### config.mk
export PLATFORM = sky130hd
export DESIGN_NAME = uart_word_packer_flat
export DESIGN_NICKNAME = d
export VERILOG_FILES = /design/src/rtl/uart_word_packer_if.sv /design/src/rtl/uart_word_packer.sv /design/src/flat_wrapper.sv
export SDC_FILE = /design/constraint.sdc
export NUM_CORES = 1
export LEC_CHECK = 0
export CORE_MARGIN = 10
export CORE_UTILIZATION = 29
export CTS_CLUSTER_SIZE = 10
export DETAILED_ROUTE_END_ITERATION = 6
export GPL_TIMING_DRIVEN = 0
export RECOVER_POWER = 25
export SETUP_SLACK_MARGIN = 0.4
export SLEW_MARGIN = 20
export SYNTH_ARGS = -nofsm -noshare
export SYNTH_HDL_FRONTEND = slang
export SYNTH_SLANG_ARGS = --single-unit
export TNS_END_PERCENT = 20
### constraint.sdc
create_clock -name clk -period 1.9 [get_ports clk]
set_clock_uncertainty 0.05 [all_clocks]
set_input_delay 0.38 -clock clk [delete_from_list [all_inputs] [get_ports clk]]
set_output_delay 0.38 -clock clk [all_outputs]
set_load 0.02 [all_outputs]
### src/rtl/uart_word_packer_if.sv
// Byte-in / word-out bundle between the UART receiver, the packer and the compute block.
// The packer side uses the master modport; stimulus or consumer logic uses the slave modport.
interface uart_word_packer_if;
    logic [7:0]  rx_data;
    logic        rx_valid;
    logic [31:0] word_data;
    logic        word_valid;
    logic        word_ready;
    logic        overrun;
    logic        frame_err;
    logic [1:0]  byte_cnt;

    modport master (
        input  rx_data, rx_valid, word_ready,
        output word_data, word_valid, overrun, frame_err, byte_cnt
    );

    modport slave (
        output rx_data, rx_valid, word_ready,
        input  word_data, word_valid, overrun, frame_err, byte_cnt
    );
endinterface

### src/rtl/uart_word_packer.sv
// Packs UART bytes into 32-bit words behind a one-entry valid/ready slot.
// Stale partial words are dropped after an inter-byte idle timeout.
module uart_word_packer #(
    parameter int TIMEOUT_CYCLES = 10000,
    parameter bit BIG_ENDIAN     = 1'b0
) (
    input  logic             clk,
    input  logic             reset,
    uart_word_packer_if.master bus
);
    localparam int TW_RAW = $clog2(TIMEOUT_CYCLES + 1);
    localparam int TW     = (TW_RAW < 1) ? 1 : TW_RAW;
    localparam logic [TW-1:0] TIMER_MAX  = TW'(TIMEOUT_CYCLES);
    localparam logic [TW-1:0] TIMER_LAST = TW'((TIMEOUT_CYCLES > 0) ? TIMEOUT_CYCLES - 1 : 0);

    localparam logic [0:0] ST_IDLE = 1'b0;
    localparam logic [0:0] ST_FILL = 1'b1;

    logic [0:0]    state_reg, state_next;
    logic [1:0]    cnt_reg, cnt_next;
    logic [31:0]   asm_reg, asm_next;
    logic [TW-1:0] timer_reg, timer_next;
    logic [31:0]   word_reg, word_next;
    logic          valid_reg, valid_next;
    logic          overrun_reg, overrun_next;
    logic          frame_err_reg, frame_err_next;
    logic [31:0]   full_word;
    logic          complete, transfer, timeout;

    // full_word is the assembly register with the incoming byte dropped into its lane.
    genvar gi;
    generate
        for (gi = 0; gi < 4; gi++) begin : g_lane
            localparam logic [1:0] SLOT = BIG_ENDIAN ? 2'(3 - gi) : 2'(gi);
            assign full_word[8*gi +: 8] = (cnt_reg == SLOT) ? bus.rx_data : asm_reg[8*gi +: 8];
        end
    endgenerate

    assign complete = bus.rx_valid && (state_reg == ST_FILL) && (cnt_reg == 2'd3);
    assign transfer = valid_reg && bus.word_ready;
    assign timeout  = (TIMEOUT_CYCLES > 0) && (state_reg == ST_FILL) && !bus.rx_valid
                      && (timer_reg == TIMER_LAST);

    always_comb begin
        state_next     = state_reg;
        cnt_next       = cnt_reg;
        asm_next       = asm_reg;
        timer_next     = timer_reg;
        word_next      = word_reg;
        valid_next     = valid_reg;
        overrun_next   = 1'b0;
        frame_err_next = 1'b0;

        if (bus.rx_valid) begin
            if (complete) begin
                state_next = ST_IDLE;
                cnt_next   = 2'd0;
                asm_next   = '0;
            end else begin
                state_next = ST_FILL;
                cnt_next   = cnt_reg + 2'd1;
                asm_next   = full_word;
            end
        end else if (timeout) begin
            state_next     = ST_IDLE;
            cnt_next       = 2'd0;
            asm_next       = '0;
            frame_err_next = 1'b1;
        end

        if ((TIMEOUT_CYCLES == 0) || bus.rx_valid || (state_reg == ST_IDLE) || timeout)
            timer_next = '0;
        else if (timer_reg != TIMER_MAX)
            timer_next = timer_reg + 1'b1;

        // A completing word may only land in an empty slot or one emptying this edge.
        if (complete && (!valid_reg || transfer)) begin
            word_next  = full_word;
            valid_next = 1'b1;
        end else begin
            if (transfer)
                valid_next = 1'b0;
            if (complete)
                overrun_next = 1'b1;
        end
    end

    always_ff @(posedge clk or negedge reset) begin
        if (!reset) begin
            state_reg     <= ST_IDLE;
            cnt_reg       <= 2'd0;
            asm_reg       <= '0;
            timer_reg     <= '0;
            word_reg      <= '0;
            valid_reg     <= 1'b0;
            overrun_reg   <= 1'b0;
            frame_err_reg <= 1'b0;
        end else begin
            state_reg     <= state_next;
            cnt_reg       <= cnt_next;
            asm_reg       <= asm_next;
            timer_reg     <= timer_next;
            word_reg      <= word_next;
            valid_reg     <= valid_next;
            overrun_reg   <= overrun_next;
            frame_err_reg <= frame_err_next;
        end
    end

    assign bus.word_data  = word_reg;
    assign bus.word_valid = valid_reg;
    assign bus.overrun    = overrun_reg;
    assign bus.frame_err  = frame_err_reg;
    assign bus.byte_cnt   = cnt_reg;
endmodule

### src/flat_wrapper.sv
// flat-port wrapper written by rule: the top's interface ports become plain ports
module uart_word_packer_flat 
#(
    parameter int TIMEOUT_CYCLES = 10000,
    parameter bit BIG_ENDIAN     = 1'b0
)
  (clk, reset, bus_rx_data, bus_rx_valid, bus_word_ready, bus_word_data, bus_word_valid, bus_overrun, bus_frame_err, bus_byte_cnt);
  uart_word_packer_if bus_i ();
  input  logic clk;
  input  logic reset;
  input wire logic [$bits(bus_i.rx_data)-1:0] bus_rx_data;
  input wire logic [$bits(bus_i.rx_valid)-1:0] bus_rx_valid;
  input wire logic [$bits(bus_i.word_ready)-1:0] bus_word_ready;
  output wire logic [$bits(bus_i.word_data)-1:0] bus_word_data;
  output wire logic [$bits(bus_i.word_valid)-1:0] bus_word_valid;
  output wire logic [$bits(bus_i.overrun)-1:0] bus_overrun;
  output wire logic [$bits(bus_i.frame_err)-1:0] bus_frame_err;
  output wire logic [$bits(bus_i.byte_cnt)-1:0] bus_byte_cnt;
  assign bus_i.rx_data = bus_rx_data;
  assign bus_i.rx_valid = bus_rx_valid;
  assign bus_i.word_ready = bus_word_ready;
  assign bus_word_data = bus_i.word_data;
  assign bus_word_valid = bus_i.word_valid;
  assign bus_overrun = bus_i.overrun;
  assign bus_frame_err = bus_i.frame_err;
  assign bus_byte_cnt = bus_i.byte_cnt;
  uart_word_packer #(.TIMEOUT_CYCLES(TIMEOUT_CYCLES), .BIG_ENDIAN(BIG_ENDIAN)) u_core (.clk(clk), .reset(reset), .bus(bus_i));
endmodule
[After elaboration in Yosys (flattened, before gate mapping)]
Index checks and enable logic that the tools add are counted.
Storage, ports and cells
  flip-flop bits (word level): 84
  bits of input ports: 12
  output and inout port bits: 37
  word-level logic and storage cells: 52
Cells by class
  $add $sub $neg: 2
  equal/unequal tests: 5
  muxes and demuxes: 21
  bitwise operators: 1
  reductions and logical operators: 15
Operators by type and width (number)
  $mux W32: 3
  $mux W8: 4
  $mux W14: 2
  $add A14 B1 Y14 const B: 1
  $eq A14 B14 Y1 const B: 1
  $ne A14 B14 Y1 const B: 1
  $mux W1: 9
  $logic_and A1 B1 Y1: 6
  $mux W2: 3
  $reduce_bool A2 Y1: 3
  $eq A2 B2 Y1 const B: 2
  $logic_or A1 B1 Y1: 3
  $add A2 B1 Y2 const B: 1
  $eq A2 B1 Y1 const B: 1
  $logic_not A1 Y1: 2
  $logic_not A2 Y1: 1
  $not A1 Y1: 1

[Depth between registers and ports, before layout]
Gate-level depths: netlist of run 1.
  depth after elaboration: 5
  depth in mapped cells: 7
  depth with buffers taken out: 6

[Worst setup path before layout of run 1]
OpenSTA, ideal clock, no wires.
  path type: register to register
  start: register u_core.cnt_reg[0] (netlist: u_core.bus.byte_cnt[0])
  end: register u_core.asm_reg[16]
  library setup time: 0.131 ns
  arrival: 1.646 ns
  required time: 1.719 ns
  path slack: 0.073 ns
  stages on the path, launching flop included: 7
  buffers on the path: 1
  clock period less this slack: 1.827 ns
  cell sequence: dfrtp_1 -> inv_1 -> ha_1 -> buf_1 -> o21ai_0 -> o31ai_4 -> o21ai_1
On the way
  longest elaborated chain between the ends: 4
  elaborated cells between the ends (all ways): 6
  classes of those cells: eq/ne: 2; mux: 3; reduce/logical: 1
Ends and longest elaborated chain
  start: declaration: line uart_word_packer.sv:20  | logic [1:0] cnt_reg, cnt_next;
  start signal: assignment: line uart_word_packer.sv:100  | cnt_reg <= cnt_next;
  $eq A2 B2 Y1, on equally long branches: line uart_word_packer.sv:35, uart_word_packer.sv:39
  $mux W8 or $logic_and A1 B1 Y1 (tied branches): line uart_word_packer.sv:35, uart_word_packer.sv:39
  $mux W32 (*): line uart_word_packer.sv:55  | if (complete) begin
  $mux W32 (*): line uart_word_packer.sv:54  | if (bus.rx_valid) begin
  end signal: assignment: line uart_word_packer.sv:101  | asm_reg <= asm_next;
  end: declaration: line uart_word_packer.sv:21  | logic [31:0] asm_reg, asm_next;
Every way passes the cells marked *; elsewhere a longest branch is shown, timed or not.
A chain may end at the register's enable or synchronous reset.

[Final worst setup path of run 1]
  start: register u_core.word_reg[27] (netlist: u_core.bus.word_data[27])
  end: output port bus_word_data[27]
RTL lines
  start: declaration: line uart_word_packer.sv:23  | logic [31:0] word_reg, word_next;
  start signal: assignment: line uart_word_packer.sv:103  | word_reg <= word_next;
  end: declaration: line flat_wrapper.sv:14  | output wire logic [$bits(bus_i.word_data)-1:0] bus_word_data;
No word-level cell between the ends.

==> results of run 1 <==
-- where the power goes --
group / internal (uW) / switching, uW
Combinational: 1430 / 1640
Clock: 1170 / 741
Sequential: 2440 / 381
-- metal layers --
layer	wire length, um	share of wire, %
met1	4500	46
met2	4690	48
met3	496	5.1
met4	123	1.3
met5	0	0
-- Yosys cell counts, drive strengths merged --
cell	number	area, um2
nor4	1	6.26
nor3b	1	12.5
o21ai	60	300
dfrtp	84	2100
buf	14	63.8
o31ai	3	63.8
a21o	1	7.51
o2bb2ai	8	70.1
xnor2	7	61.3
nor2	20	75.1
nand3	11	80.1
inv	29	109
and4b	1	10.0
a22oi	8	60.1
a21oi	2	13.8
a211oi	1	7.51
nor4bb	1	10.0
nor3	4	25.0
mux2i	33	330
and3	9	56.3
nand2b	1	6.26
ha	7	87.6
clkbuf	12	46.3
nand4	4	25.0
or2b	1	7.51
a21bo	1	10.0
and2	2	13.8
nand3b	2	27.5
and4	1	11.3
nand2	61	229
xor2	5	43.8
-- stage by stage --
step / util [%] / setup slack, ns / power (uW) / hold slack, ns
after floorplan: - / 0.319 / 4560 / 0.0344
after global placement: 34.7 / -2.90 / 5590 / 0.412
after detailed placement: 34.9 / -0.249 / 5680 / 0.384
after CTS: 39.5 / 0.138 / 7950 / 0.0213
after global routing: 39.8 / 0.0769 / 8330 / 0.295
final: 39.8 / 0.170 / 7810 / 0.206
-- cells by family (layout without fill, tap and decap cells) --
kind of cell,after synthesis,after routing,share of synthesized area [%]
mux,33,33,8.32
flops,84,84,52.9
compound gates,84,84,13.4
buf+inv,55,128,5.51
fa+ha+maj,7,7,2.20
xor+xnor,12,12,2.65
simple gates,120,120,15.0
-- final cells by class --
cell class                 instances  area, um2
clock buffer                      10        229
tap                              176        220
multi-input combinational        256       1750
sequential                        84       2110
fill                            1308       8040
buffer                            26        174
inverter                          29        111
clock inverter                     6       96.3
timing repair buffer              57        621
-- worst min-delay path by stage --
stage                                                end  slack, ns  depth (start not counted)
floorplan                  u_core.asm_reg[0]$_DFFE_PN0P_       0.03                          0
global placement    u_core.bus.word_data[14]$_DFFE_PN0P_       0.41                          2
detailed placement        u_core.bus.frame_err$_DFF_PN0_       0.38                          1
CTS                      u_core.timer_reg[2]$_DFFE_PN0P_       0.02                          1
global route             u_core.timer_reg[2]$_DFFE_PN0P_       0.30                          1
finish                   u_core.timer_reg[3]$_DFFE_PN0P_       0.21                          1
-- timing repair --
action,4_1_cts,5_1_grt
buffers inserted,16,0
gates resized for setup,57,23
endpoints found under the setup margin,121,117
cloned,0,0
pin swaps,5,0
==> impl_metrics.yaml, run 1 <==
clock_network:
  clkTransAtPathRegs_ns: 0.06
  cts_sinks: 84
  hold_buffers: 0
  cts_root_buf: "clkbuf_16"
  cts_tree: "built"
  clock_tree.htree_level_count: 3
  cts_buffers: 9
  clock_latency_ns: 0.34
  cts_buffer_depth: 2
timing:
  slew-limit-headroom_pct: 24.3
  setup-tns-final_ns: 0
  fmax_mhz: 578
  finalMaxSlewViolations: 0
  rsz0062_at_grt: "yes"
  hold_viol: 0
  worst_pin_slew_ns: 1.14
  post-route-period-util_pct: 91.0
  period_needed_ns: 1.73
  finalSetupViolations: 0
floorplan:
  dieArea_um2: 18800
  core_um2: 13300
  ioPinCount: 49
  die_h_um: 137
  die_x_um: 137
  initial_core_util_pct: 29.8
  row_count: 42
placed_design:
  numPlacedInstances: 612
  port_buffers: 40
  hpwl_um: 6740
  finalWeightedCongestion: 0.791
  placed_area_um2: 4650
power_and_ir_drop:
  vdd_drop_max_uv: 450
  power.leakage_uw: 0.00260
  p_per_area_nw_per_um2: 1470
finish:
  final_cell_mix: "dfrtp_1, nand2_1, mux2i_1"
  syn2layout_area_growth_pct: 33.7
  finalNetCount: 482
  finalInstanceArea_um2: 5310
  layout-drive-gt1-share_pct: 16.5
  antenna_cells: 0
  fin_cells: 644
  final_common_cell: "dfrtp_1"
grt:
  grt_max_degree: 46
  grt_overflow: 0
  grt.met1_usage_pct: 13.1
  busiest_layer: "met2"
  grt_pass1_vias: 3035
  grt_usage_pct: 10.8
  grt_pass1_wl_um: 15800
  met3_usage_pct: 3.56
  antenna_found_initial: 0
  use_met2_pct: 17.4
detailed_routing:
  post_drt_via_cell_ratio: 4.63
  drt_iter0_markers: 132
  wl_per_cell_um: 15.2
  route.vias.total: 2979
  drtAntennaViolNets: 0
  post-route-drc-count: 0
  dr.pass1.iters: 4
  routed_wl_um: 9800
job:
  cap_viol_max_count: 0
worst_setup_path:
  r2r-end: "u_core.asm_reg[18]$_DFFE_PN0P_"
  crit_cells: 1
  startpoint: "u_core.bus.word_data[27]$_DFFE_PN0P_"
  ff2ff_setup_slack_ns: 0.20
  crit_arrival_ns: 1.30
  crit_type: "flop to primary output"
  crit_path_max_incr_delay_ns: 0.61
  r2r-start: "u_core.bus.byte_cnt[0]$_DFFE_PN0P_"
  crit_end: "bus_word_data[27]"
  crit_family: "buffers and inverters"
  startpoint_type: "flop"
  worstRegToRegCells: 7
  path_buf_inv: 1
  worstSetupEndpointType: "primary output"
  cp_max_fo: 2
  cp_data_required_time_ns: 1.47
  slowest_stage: "clkdlybuf4s50_1"
  crit_chain: "clkdlybuf4s50_1"
yosys:
  ys_types: 40
  synth_seq_cells: 84
  synthCells: 395
  ys_warn_count: 0
  netlist_area_um2: 3970
  ys_seq_area_share_pct: 52.9
  avgSynthCellArea_um2: 10.1
  synth_nets: 414
min_path:
  min_path_type: "primary input to asynchronous set/reset pin"
run_status:
  status: "completed"
No activity file was read; power rests on OpenSTA's default activity.
==> run 2, diff against run 1 <==
clock period = 1.6 ns   (was 1.9 ns; I/O delays follow)
==> run 2 against run 1 <==
Net effect: the flow now finishes with violations (negative setup slack); utilization increased by 3.2 points; routed wire length increased by 3.8%; cell area up 8.1%; critical path depth up 5; sequential power rose by 25%; hold slack worse by 0.047 ns; combinational power increased by 42%; final cell count grew 0.47%; critical path type is now flop to flop; highest routed layer unchanged.
==> impl_metrics.yaml, run 2 (same netlist as run 1, synthesis figures left out) <==
detailed_routing:
  post_drt_via_cell_ratio: 4.74
  wl_per_cell_um: 15.7
  drt_iter0_markers: 110
  drtAntennaViolNets: 0
  routed_wl_um: 10200
  dr.pass1.iters: 4
  post-route-drc-count: 0
  route.vias.total: 3066
floorplan:
  die_h_um: 137
  die_x_um: 137
  ioPinCount: 49
  core_um2: 13300
  dieArea_um2: 18800
  row_count: 42
  initial_core_util_pct: 29.8
timing:
  worst_pin_slew_ns: 1.19
  fin_ws_ns: -0.0267
  post-route-period-util_pct: 102
  finalSetupViolations: 23
  slew-limit-headroom_pct: 21.0
  hold_viol: 0
  fmax_mhz: 615
  rsz0062_at_grt: "yes"
  finalMaxSlewViolations: 0
  period_needed_ns: 1.63
worst_setup_path:
  crit_path_max_incr_delay_ns: 0.45
  crit_type: "flop to flop"
  cp_data_required_time_ns: 1.82
  startpoint_type: "flop"
  cp_max_fo: 5
  crit_chain: "ha_4 > and4b_2 > and4_4 > nand3b_4 > buf_6 > nor2_1"
  slowest_stage: "dfrtp_2"
  crit_arrival_ns: 1.85
  worstSetupEndpointType: "flop"
min_path:
  min_path_type: "primary input to asynchronous set/reset pin"
grt:
  grt_pass1_wl_um: 16200
  grt_pass1_vias: 3128
  grt_usage_pct: 11.1
  grt_overflow: 0
  antenna_found_initial: 0
  grt_max_degree: 46
power_and_ir_drop:
  pwr-share-seq_pct: 34.7
  vdd_drop_max_uv: 534
  power_frac_comb_pct: 43.1
  clockPowerShare_pct: 22.3
  p_sw_share_pct: 36.2
  power.leakage_uw: 0.00247
  p_sw_uw: 3680
  intPower_uw: 6500
  total_power_uw: 10200
  p_per_area_nw_per_um2: 1770
placed_design:
  numPlacedInstances: 612
  hpwl_um: 6740
  finalWeightedCongestion: 0.791
  port_buffers: 40
clock_network:
  clock_latency_ns: 0.34
  cts_buffer_depth: 2
  cts_sinks: 84
  clock_tree.htree_level_count: 3
  cts_tree: "built"
  clkTransAtPathRegs_ns: 0.06
  cts_root_buf: "clkbuf_16"
  cts_buffers: 9
finish:
  multi_input_area_um2: 2050
  final_cell_mix: "dfrtp_1, buf_6, nand2_1"
  syn2layout_area_growth_pct: 44.5
  final_common_cell: "dfrtp_1"
  antenna_cells: 0
  nFillCells: 1249
  seq_area_um2: 2110
  layout-drive-gt1-share_pct: 40.6
  finalNetCount: 485
  fin_cells: 647
run_status:
  violations: "negative setup slack"
  status: "finished, violations left"
job:
  cap_viol_max_count: 0
-- run 2: changes by cell type in the layout (fill, tap and decap cells not counted), moves of 7 or more --
cell,change
buf_6,+36
nor2_2,+8
dlymetal6s2s_1,-23
o2bb2ai_1,-7
nand2_2,+24
nand2_1,-25
o21ai_0,-25
nor2_1,-10
o21ai_2,+19
-- run 2: layout make-up --
class	count	area share, %
plain buffers	26	4.66
clock buffers	10	3.99
clock inverters	6	1.68
inverters	29	1.90
multi-input cells	256	35.7
flip-flops and latches	84	36.7
well taps	176	3.84
repair buffers	60	11.5
-- run 2: worst paths after layout --
kind                                            startpoint                                 end  slack, ns  depth (start not counted)
max in group asynchronous                            reset  u_core.bus.byte_cnt[0]$_DFFE_PN0P_       0.54                          1
setup / recovery           u_core.timer_reg[1]$_DFFE_PN0P_    u_core.timer_reg[13]$_DFFE_PN0P_      -0.03                          6
setup reg to reg           u_core.timer_reg[1]$_DFFE_PN0P_    u_core.timer_reg[13]$_DFFE_PN0P_      -0.03                          6
hold / removal                                       reset     u_core.timer_reg[3]$_DFFE_PN0P_       0.16                          1
min in group clk                            bus_rx_data[6]       u_core.asm_reg[6]$_DFFE_PN0P_       0.34                          3
hold reg to reg              u_core.asm_reg[6]$_DFFE_PN0P_       u_core.asm_reg[6]$_DFFE_PN0P_       0.46                          2
-- run 2: power by group through the flow --
| stage | clock network (uW) | registers [uW] | logic, uW |
|---|---|---|---|
| 6_report | 2270 | 3530 | 4380 |
| 4_1_cts | 2330 | 3500 | 4120 |
| 3_3_place_gp | 0 | 3370 | 3270 |
| 5_1_grt | 2420 | 3620 | 4740 |
| 2_1_floorplan | 0 | 3760 | 1650 |
| 3_5_place_dp | 0 | 3410 | 3330 |
-- run 2: what timing repair did --
action / in CTS / in global routing
endpoints found under the setup margin: 121 / 121
resized for setup: 346 / 43
endpoints found under the hold margin: 44 / 44
setup buffers: 15 / 2
pin swaps: 36 / 20
gates cloned: 2 / 0
-- run 2: worst max-delay path, delay by kind of cell (launching register included) --
family | cells | cell delay, ns
adder cells (fa/ha/maj) | 1 | 0.17
buffers and inverters | 1 | 0.16
AND/OR/NAND/NOR | 4 | 0.73
flip-flops | 1 | 0.45
-- run 2: routing by layer --
| layer | vias up | GRT usage, % | routed length, um |
|---|---|---|---|
| met5 | - | 0 | 0 |
| li1 | 1475 | - | - |
| met4 | 0 | 3.92 | 121 |
| met3 | 8 | 3.48 | 556 |
| met1 | 1532 | 13.3 | 4460 |
| met2 | 51 | 18.2 | 5040 |
-- run 2: per-stage QoR --
| step | area, um2 | utilization [%] | hold slack (ns) | worst slack, ns | setup TNS, ns |
|---|---|---|---|---|---|
| 2_1_floorplan | 4010 | - | -0.0256 | 0.0195 | 0 |
| 3_3_place_gp | 4630 | 34.7 | 0.412 | -3.14 | -261.57 |
| 3_5_place_dp | 4650 | 34.9 | 0.324 | -0.489 | -25.77 |
| 4_1_cts | 5540 | 41.5 | -0.0387 | -0.0141 | -0.0867 |
| 5_1_grt | 5740 | 43.0 | 0.252 | -0.114 | -2.02 |
| 6_report | 5740 | 43.0 | 0.159 | -0.0267 | -0.360 |
==> run 3, diff against run 2 <==
CELL_PAD_IN_SITES_DETAIL_PLACEMENT = 1   (was not set)
CELL_PAD_IN_SITES_GLOBAL_PLACEMENT = 1   (was not set)
PLACE_DENSITY_LB_ADDON = 0.1   (was not set)
SETUP_SLACK_MARGIN = not set   (was 0.4)
==> run 3 against run 2 <==
Net effect: largest power group unchanged; critical path depth stayed put; via count is 0.78% lower; die area did not move; utilization shrank 3.4 points; setup slack is essentially flat; the run still ends with negative setup slack left; final cell count is 0.62% lower.
==> impl_metrics.yaml, run 3 (same netlist as run 1, synthesis figures left out) <==
run_status:
  violations: "negative setup slack"
  status: "finished, violations left"
finish:
  final_cell_mix: "dfrtp_1, nand2_1, dlygate4sd2_1"
  antenna_cells: 0
  nFillCells: 1501
  final_common_cell: "dfrtp_1"
  finalInstanceArea_um2: 5290
  final_util_pct: 39.6
  finalNetCount: 481
  layout-drive-gt1-share_pct: 21.0
  syn2layout_area_growth_pct: 33.2
  fin_cells: 643
timing:
  rsz0062_at_grt: "yes"
  hold_viol: 0
  slew-limit-headroom_pct: 57.0
  worst_pin_slew_ns: 0.644
  finalSetupViolations: 12
  post-route-period-util_pct: 102
  finalMaxSlewViolations: 0
  fin_ws_ns: -0.0267
  period_needed_ns: 1.63
  fmax_mhz: 615
clock_network:
  clock_tree.htree_level_count: 3
  cts_buffer_depth: 2
  cts_root_buf: "clkbuf_16"
  cts_buffers: 9
  cts_sinks: 84
  clock_latency_ns: 0.34
  clkTransAtPathRegs_ns: 0.06
  cts_tree: "built"
worst_setup_path:
  crit_arrival_ns: 1.85
  startpoint_type: "flop"
  cp_max_fo: 10
  worstSetupEndpointType: "flop"
  crit_type: "flop to flop"
  cp_data_required_time_ns: 1.82
grt:
  grt_pass1_wl_um: 17900
  grt_usage_pct: 12.2
  antenna_found_initial: 0
  grt_max_degree: 64
  grt_overflow: 0
  grt_pass1_vias: 3358
floorplan:
  die_x_um: 137
  dieArea_um2: 18800
  ioPinCount: 49
  row_count: 42
  die_h_um: 137
  initial_core_util_pct: 29.8
  core_um2: 13300
placed_design:
  placed_area_um2: 4650
  hpwl_um: 7500
  finalWeightedCongestion: 0.752
  numPlacedInstances: 612
  port_buffers: 40
  place_ws_ns: -0.537
job:
  cap_viol_max_count: 0
power_and_ir_drop:
  p_per_area_nw_per_um2: 1690
  vdd_drop_max_uv: 1010
  power.leakage_uw: 0.00239
  total_power_uw: 8920
detailed_routing:
  drt_iter0_markers: 97
  dr.pass1.iters: 4
  routed_wl_um: 11000
  route.vias.total: 3042
  wl_per_cell_um: 17.1
  post_drt_via_cell_ratio: 4.73
  post-route-drc-count: 0
  drtAntennaViolNets: 0
min_path:
  min_path_type: "primary input to flop"
==> run 3: changes by cell type in the layout (fill, tap and decap cells not counted), sizes merged <==
cell / delta
dlygate4sd2: +36
buf: -38
bufinv: -2
clkbuf: -1
inv: -2
clkinvlp: +1
nand3: +1
dlygate4sd3: +1
==> run 3: what timing repair did <==
action                     CTS  global route
resized for setup           87            32
pin swaps                   12             6
setup endpoints to repair  119            78
setup buffers               11             5
cloned                       0             1
hold buffers                 1             0
hold endpoints to repair    21             0
==> run 3: final timing paths <==
kind	to	start	cells past startpoint	slack, ns
min in group asynchronous	u_core.bus.word_data[8]$_DFFE_PN0P_	reset	2	0.46
hold / removal	u_core.asm_reg[15]$_DFFE_PN0P_	bus_rx_data[7]	3	0.36
max in group asynchronous	u_core.bus.byte_cnt[1]$_DFFE_PN0P_	reset	3	0.13
setup / recovery	u_core.timer_reg[8]$_DFFE_PN0P_	u_core.timer_reg[0]$_DFFE_PN0P_	6	-0.03
setup reg to reg	u_core.timer_reg[8]$_DFFE_PN0P_	u_core.timer_reg[0]$_DFFE_PN0P_	6	-0.03
hold reg to reg	u_core.bus.word_data[16]$_DFFE_PN0P_	u_core.bus.word_data[16]$_DFFE_PN0P_	2	0.42
==> run 3: area by class of cell <==
cell class	instances	area [um2]	area share, %
repair buffers	58	537	10.1
multi-input cells	257	1820	34.4
well taps	176	220	4.16
flip-flops and latches	84	2110	39.9
plain buffers	23	203	3.83
inverters	29	111	2.11
clock inverters	3	20.0	0.378
clock buffers	13	270	5.11
==> run 3: power breakdown <==
part	total (uW)	internal (uW)	switching (uW)	leakage [uW]
registers	3340	2900	445	0.00108
logic	3560	1570	1990	0.00117
clock network	2010	1180	837	0.000138
total	8920	5650	3270	0.00239
==> run 3: metrics by stage <==
| step | hold slack (ns) | TNS, ns |
|---|---|---|
| after detailed placement | 0.143 | -25.67 |
| final | 0.362 | -0.164 |
| after floorplan | -0.0256 | -0.147 |
| after global placement | 0.414 | -292.86 |
| after CTS | 0.346 | -0.827 |
| after global routing | 0.380 | -4.53 |
==> run 3: layer usage <==
| layer | vias to the layer above | GRT usage (%) | wire [um] |
|---|---|---|---|
| li1 | 1469 | - | - |
| met1 | 1527 | 15.3 | 5030 |
| met2 | 41 | 19.8 | 5340 |
| met3 | 5 | 4.25 | 534 |
| met4 | 0 | 2.46 | 80 |
| met5 | - | 0 | 0 |
==> run 3: critical path, cell delays in order, from the launching register on <==
cell,delay (ns)
dfrtp_2,0.44
ha_4,0.17
and4b_2,0.26
and4_4,0.18
nand3b_4,0.19
buf_8,0.17
nor2_1,0.10
